$ cat src/rtl/kb_event_ctrl.sv
// PS/2 scan-byte decoder: folds E0/F0 prefixes into whole make/break events
// and queues them in a show-ahead FIFO, throttling the receiver when full.
module kb_event_ctrl #(
  parameter int          W_SIZE = 2,
  parameter logic [7:0]  BRK    = 8'hF0,
  parameter logic [7:0]  EXT    = 8'hE0
) (
  input  logic        clk,
  input  logic        reset,
  input  logic        scan_done_tick,
  input  logic [7:0]  scan_code,
  output logic        rx_en,
  input  logic        rd_evt,
  output logic [7:0]  evt_code,
  output logic        evt_brk,
  output logic        evt_ext,
  output logic        evt_empty,
  output logic        evt_full,
  output logic        overrun,
  output logic [1:0]  dbg_state
);

  // Handshakes: a byte is offered by scan_done_tick and new frames are only
  // started by ps2_rx while rx_en=1; an event is offered while evt_empty=0 and
  // consumed by a one-cycle rd_evt, which is ignored when evt_empty=1.

  localparam int                DEPTH    = 1 << W_SIZE;
  localparam logic [W_SIZE:0]   FULL_CNT = {1'b1, {W_SIZE{1'b0}}};

  typedef enum logic [1:0] {
    IDLE    = 2'd0,
    GOT_EXT = 2'd1,
    GOT_BRK = 2'd2
  } state_t;

  state_t            state, state_nxt;
  logic              ext_q, ext_nxt;
  logic              push, push_brk, push_ext;
  logic              push_ok, pop;
  logic [W_SIZE-1:0] wr_ptr, rd_ptr;
  logic [W_SIZE:0]   count;
  logic [9:0]        mem [DEPTH];
  logic [9:0]        head;

  always_ff @(posedge clk or negedge reset) begin
    if (!reset) begin
      state <= IDLE;
      ext_q <= 1'b0;
    end else begin
      state <= state_nxt;
      ext_q <= ext_nxt;
    end
  end

  always_comb begin
    state_nxt = state;
    ext_nxt   = ext_q;
    push      = 1'b0;
    push_brk  = 1'b0;
    push_ext  = 1'b0;
    if (scan_done_tick) begin
      case (state)
        IDLE: begin
          if (scan_code == EXT) begin
            state_nxt = GOT_EXT;
            ext_nxt   = 1'b1;
          end else if (scan_code == BRK) begin
            state_nxt = GOT_BRK;
            ext_nxt   = 1'b0;
          end else begin
            push    = 1'b1;
            ext_nxt = 1'b0;
          end
        end
        GOT_EXT: begin
          if (scan_code == EXT) begin
            state_nxt = GOT_EXT;
          end else if (scan_code == BRK) begin
            state_nxt = GOT_BRK;
            ext_nxt   = 1'b1;
          end else begin
            push      = 1'b1;
            push_ext  = 1'b1;
            state_nxt = IDLE;
            ext_nxt   = 1'b0;
          end
        end
        GOT_BRK: begin
          // A stray E0 after F0 abandons the break and restarts as extended.
          if (scan_code == EXT) begin
            state_nxt = GOT_EXT;
            ext_nxt   = 1'b1;
          end else if (scan_code == BRK) begin
            state_nxt = GOT_BRK;
          end else begin
            push      = 1'b1;
            push_brk  = 1'b1;
            push_ext  = ext_q;
            state_nxt = IDLE;
            ext_nxt   = 1'b0;
          end
        end
        default: begin
          state_nxt = IDLE;
          ext_nxt   = 1'b0;
        end
      endcase
    end
  end

  // When full, a same-cycle pop frees the slot the push then reuses.
  assign pop     = rd_evt && (count != '0);
  assign push_ok = push && ((count != FULL_CNT) || rd_evt);

  always_ff @(posedge clk) begin
    if (push_ok) mem[wr_ptr] <= {push_brk, push_ext, scan_code};
  end

  always_ff @(posedge clk or negedge reset) begin
    if (!reset) begin
      wr_ptr  <= '0;
      rd_ptr  <= '0;
      count   <= '0;
      overrun <= 1'b0;
    end else begin
      overrun <= push && !push_ok;
      if (push_ok) wr_ptr <= wr_ptr + 1'b1;
      if (pop)     rd_ptr <= rd_ptr + 1'b1;
      case ({push_ok, pop})
        2'b10:   count <= count + 1'b1;
        2'b01:   count <= count - 1'b1;
        default: count <= count;
      endcase
    end
  end

  assign evt_empty = (count == '0);
  assign evt_full  = (count == FULL_CNT);
  assign rx_en     = ~evt_full;
  assign head      = mem[rd_ptr];
  assign evt_code  = evt_empty ? 8'h00 : head[7:0];
  assign evt_ext   = evt_empty ? 1'b0  : head[8];
  assign evt_brk   = evt_empty ? 1'b0  : head[9];
  assign dbg_state = state;

endmodule

$ cat config.mk
export PLATFORM = sky130hd
export DESIGN_NAME = kb_event_ctrl
export DESIGN_NICKNAME = d
export VERILOG_FILES = /design/src/rtl/kb_event_ctrl.sv
export SDC_FILE = /design/constraint.sdc
export NUM_CORES = 1
export LEC_CHECK = 0
export ABC_AREA = 1
export BUFFER_PORTS_ARGS = -buffer_cell sky130_fd_sc_hd__buf_2
export CAP_MARGIN = 20
export CELL_PAD_IN_SITES_DETAIL_PLACEMENT = 1
export CELL_PAD_IN_SITES_GLOBAL_PLACEMENT = 2
export CORE_UTILIZATION = 25
export DETAILED_ROUTE_END_ITERATION = 10
export PLACE_DENSITY = 0.52
export SLEW_MARGIN = 10
export SYNTH_ARGS = -nofsm -noshare
export SYNTH_HDL_FRONTEND = slang
export SYNTH_SLANG_ARGS = --single-unit
$ cat constraint.sdc
create_clock -name clk -period 2.1 [get_ports clk]
set_clock_uncertainty 0.05 [all_clocks]
set_input_delay 0.525 -clock clk [delete_from_list [all_inputs] [get_ports clk]]
set_output_delay 0.525 -clock clk [all_outputs]
set_load 0.01 [all_outputs]
==> results.toml <==
[setup_path]
r2r_end = "count[2]"
end_kind = "output pin"
r2r-start = "count[0]"
start_kind = "flip-flop"
rrSetupSlack_ns = 0.16
startpoint = "count[1]"
cp.arrival_ns = 1.46
timing_worst_setup_path_type = "reg2out"
ff2ff_path_depth = 9
crit_path_max_fanout = 11
crit_required_ns = 1.52

[placement]
gp_congestion = 0.715
placed_cells_incl_taps = 408
place_worst_setup_slack_ns = -0.123
port_buffers = 27
dp_hpwl_microns = 4210
placed_cell_area_sq_um = 2960

[clock_tree]
htree_levels = 2
clock_sinks = 51
cts.clk_slew.worst_paths_ns = 0.09
cts_root_buf = "clkbuf_8"
cts_buffers = 5
clock_path_buffers = 2
cts_tree = "built"
hold_buffers = 0
clock_latency_ns = 0.30

[synth]
yosysUniqueCellTypes = 30
syn_area_sq_um = 2410
ys_seq_area_share_pct = 61.2
syn_nets = 246
syn_inst = 224
yosysWarnings = 0
synth_area_per_cell_sq_um = 10.8
ys_ff_latch = 51

[sta]
setup_viol = 0
tns_ns = 0
max-slew-margin-rel_pct = 71.0
worst_slack_ns = 0.0653
fin_crit_sh_pct = 96.9
rsz0062_at_grt = "true"
period_needed_ns = 2.03
hold_viol = 0
worst_pin_slew_ns = 0.432
fmax_mhz = 491
drv_slew = 0

[global_routing]
grt_first_pass_wirelength_microns = 9220
antenna_found_initial = 0
grt_start_max_net_pins = 17
grt_pass1_vias = 1757
grt_overflow = 0
grt_usage_pct = 12.3

[final_layout]
fin_cells = 418
multi_input_area_sq_um = 820
fillCellCount = 1073
drive_gt1_share_pct = 32.2
seqCellArea_sq_um = 1480
area_growth_pct = 28.6
num-nets-final = 310
final_area_sq_um = 3100
diodes = 0

[route]
drt-pass1-iter-count = 6
via_per_inst = 4.07
avgRoutedWirePerCell_microns = 13.2
totalWireLength_microns = 5500
vias = 1700
detail-route-antenna-nets = 0
drt-initial-drc-count = 23
drc_errors = 0

[power]
clock_power_share_pct = 17.8
sequentialPowerShare_pct = 37.6
power.leakage_nw = 1.30
power.switching_mw = 1.40
p_int_mw = 2.41
power_frac_comb_pct = 44.6
sw_frac_of_total_pct = 36.7
power.density_nw_per_um2 = 1230
finalPower_mw = 3.81
ir_drop_v = 0.000327

[floorplanning]
std_cell_rows = 35
die_h_microns = 100
coreArea_sq_um = 9280
initial_core_util_pct = 26.0
dieArea_sq_um = 10100
dieWidth_microns = 100
io_pins = 28

[flow_run]
cap_violations = 0

[run_status]
outcome = "completed"

[worst_hold_path]
hold_class = "in2async"
## final cells by class
| class | instances | area share, % |
|---|---|---|
| multi-input combinational | 141 | 26.4 |
| clock buffer | 5 | 2.22 |
| clock inverter | 3 | 1.41 |
| sequential | 51 | 47.6 |
| inverter | 25 | 3.02 |
| tap | 129 | 5.20 |
| timing repair buffer | 64 | 14.1 |
## cells in the mapped netlist
| master | number | area [sq um] |
|---|---|---|
| a21oi_1 | 12 | 60.1 |
| buf_2 | 1 | 5.00 |
| buf_4 | 3 | 22.5 |
| clkbuf_1 | 2 | 7.51 |
| clkbuf_2 | 1 | 5.00 |
| dfrtp_1 | 11 | 275 |
| edfxtp_1 | 40 | 1200 |
| fa_1 | 1 | 20.0 |
| ha_1 | 9 | 113 |
| inv_1 | 24 | 90.1 |
| inv_2 | 1 | 3.75 |
| nand2_1 | 22 | 82.6 |
| nand2_2 | 2 | 12.5 |
| nand2_4 | 1 | 11.3 |
| nand3_1 | 7 | 35.0 |
| nand3_4 | 1 | 17.5 |
| nor2_1 | 45 | 169 |
| nor2_2 | 2 | 12.5 |
| nor2_4 | 3 | 33.8 |
| nor3_1 | 2 | 10.0 |
| nor3_2 | 2 | 20.0 |
| nor3_4 | 1 | 16.3 |
| o2111ai_1 | 2 | 17.5 |
| o21ai_0 | 18 | 90.1 |
| o21ai_1 | 5 | 25.0 |
| o21ai_2 | 1 | 8.76 |
| or2_2 | 1 | 6.26 |
| xnor2_1 | 1 | 8.76 |
| xor2_1 | 2 | 17.5 |
| xor2_2 | 1 | 16.3 |
## critical path: stages, from the launching register on
cell,delay (ns)
dfrtp_2,0.47
nor3_4,0.30
buf_12,0.18
a21oi_1,0.06
buf_2,0.15
## cells in the final DEF (no fill, tap or decap), types with 2 or more instances in the layout
| cell type | synthesis | final |
|---|---|---|
| a21oi_1 | 12 | 10 |
| a21oi_2 | 0 | 2 |
| buf_12 | 0 | 2 |
| buf_2 | 1 | 27 |
| buf_4 | 3 | 35 |
| clkbuf_8 | 0 | 5 |
| dfrtp_1 | 11 | 9 |
| dfrtp_2 | 0 | 2 |
| edfxtp_1 | 40 | 40 |
| ha_1 | 9 | 9 |
| inv_1 | 24 | 24 |
| nand2_1 | 22 | 22 |
| nand2_2 | 2 | 2 |
| nand3_1 | 7 | 7 |
| nor2_1 | 45 | 45 |
| nor2_2 | 2 | 2 |
| nor2_4 | 3 | 3 |
| nor3_1 | 2 | 2 |
| nor3_4 | 1 | 2 |
| o2111ai_1 | 2 | 2 |
| o21ai_0 | 18 | 17 |
| o21ai_1 | 5 | 6 |
| xor2_1 | 2 | 2 |
## cell families (layout without fill, tap and decap cells)
family                     after synthesis  after routing  synth area share (%)
xor gates and xnor gates                 4              4                  1.76
DFF                                     51             51                  61.2
AOI/OAI and AO/OA                       38             38                  8.35
buffers and inverters                   32             97                  5.55
adders and majority gates               10             10                  5.50
and+or+nand+nor                         89             89                  17.7
## sequential cells by signal, indices dropped and copies added (netlist names)
register	flops
ext_q	1
overrun	1
mem	40
rd_ptr	2
wr_ptr	2
count	3
dbg_state	2
## how the worst max path moves through the flow
stage	cells after the start	slack (ns)	endpoint
floorplan	11	0.0004	count[2]
global placement	12	-0.12	count[2]
detailed placement	12	-0.12	count[2]
CTS	9	0.007	count[2]
global route	6	-0.03	evt_code[2]
finish	4	0.07	evt_code[1]
## power groups by stage
stage	clock (mW)	combinational, mW	sequential, mW
global placement	0	1.70	1.45
detailed placement	0	1.69	1.45
floorplan	0	0.961	1.44
global route	0.744	1.93	1.45
CTS	0.713	1.70	1.44
finish	0.678	1.70	1.43
## per-layer routing
metal  wire length, microns  GRT usage [%]
met5                      0              0
met4                     72           4.01
met3                    145           2.16
met2                   2770           21.1
met1                   2510           15.8
## metrics by stage
stage          util (%)  hold slack, ns
2_1_floorplan         -           0.179
5_1_grt            33.4          0.0480
4_1_cts            33.1          0.0390
6_report           33.4          0.0481
3_3_place_gp       31.9           0.378
3_5_place_dp       31.9           0.382
## repair_timing
item / in CTS / in global routing
resized for setup: 1 / 5
endpoints found under the setup margin: 10 / 11
pin swaps: 0 / 3
buffers inserted: 0 / 2
No activity file was read; power rests on OpenSTA's default activity.
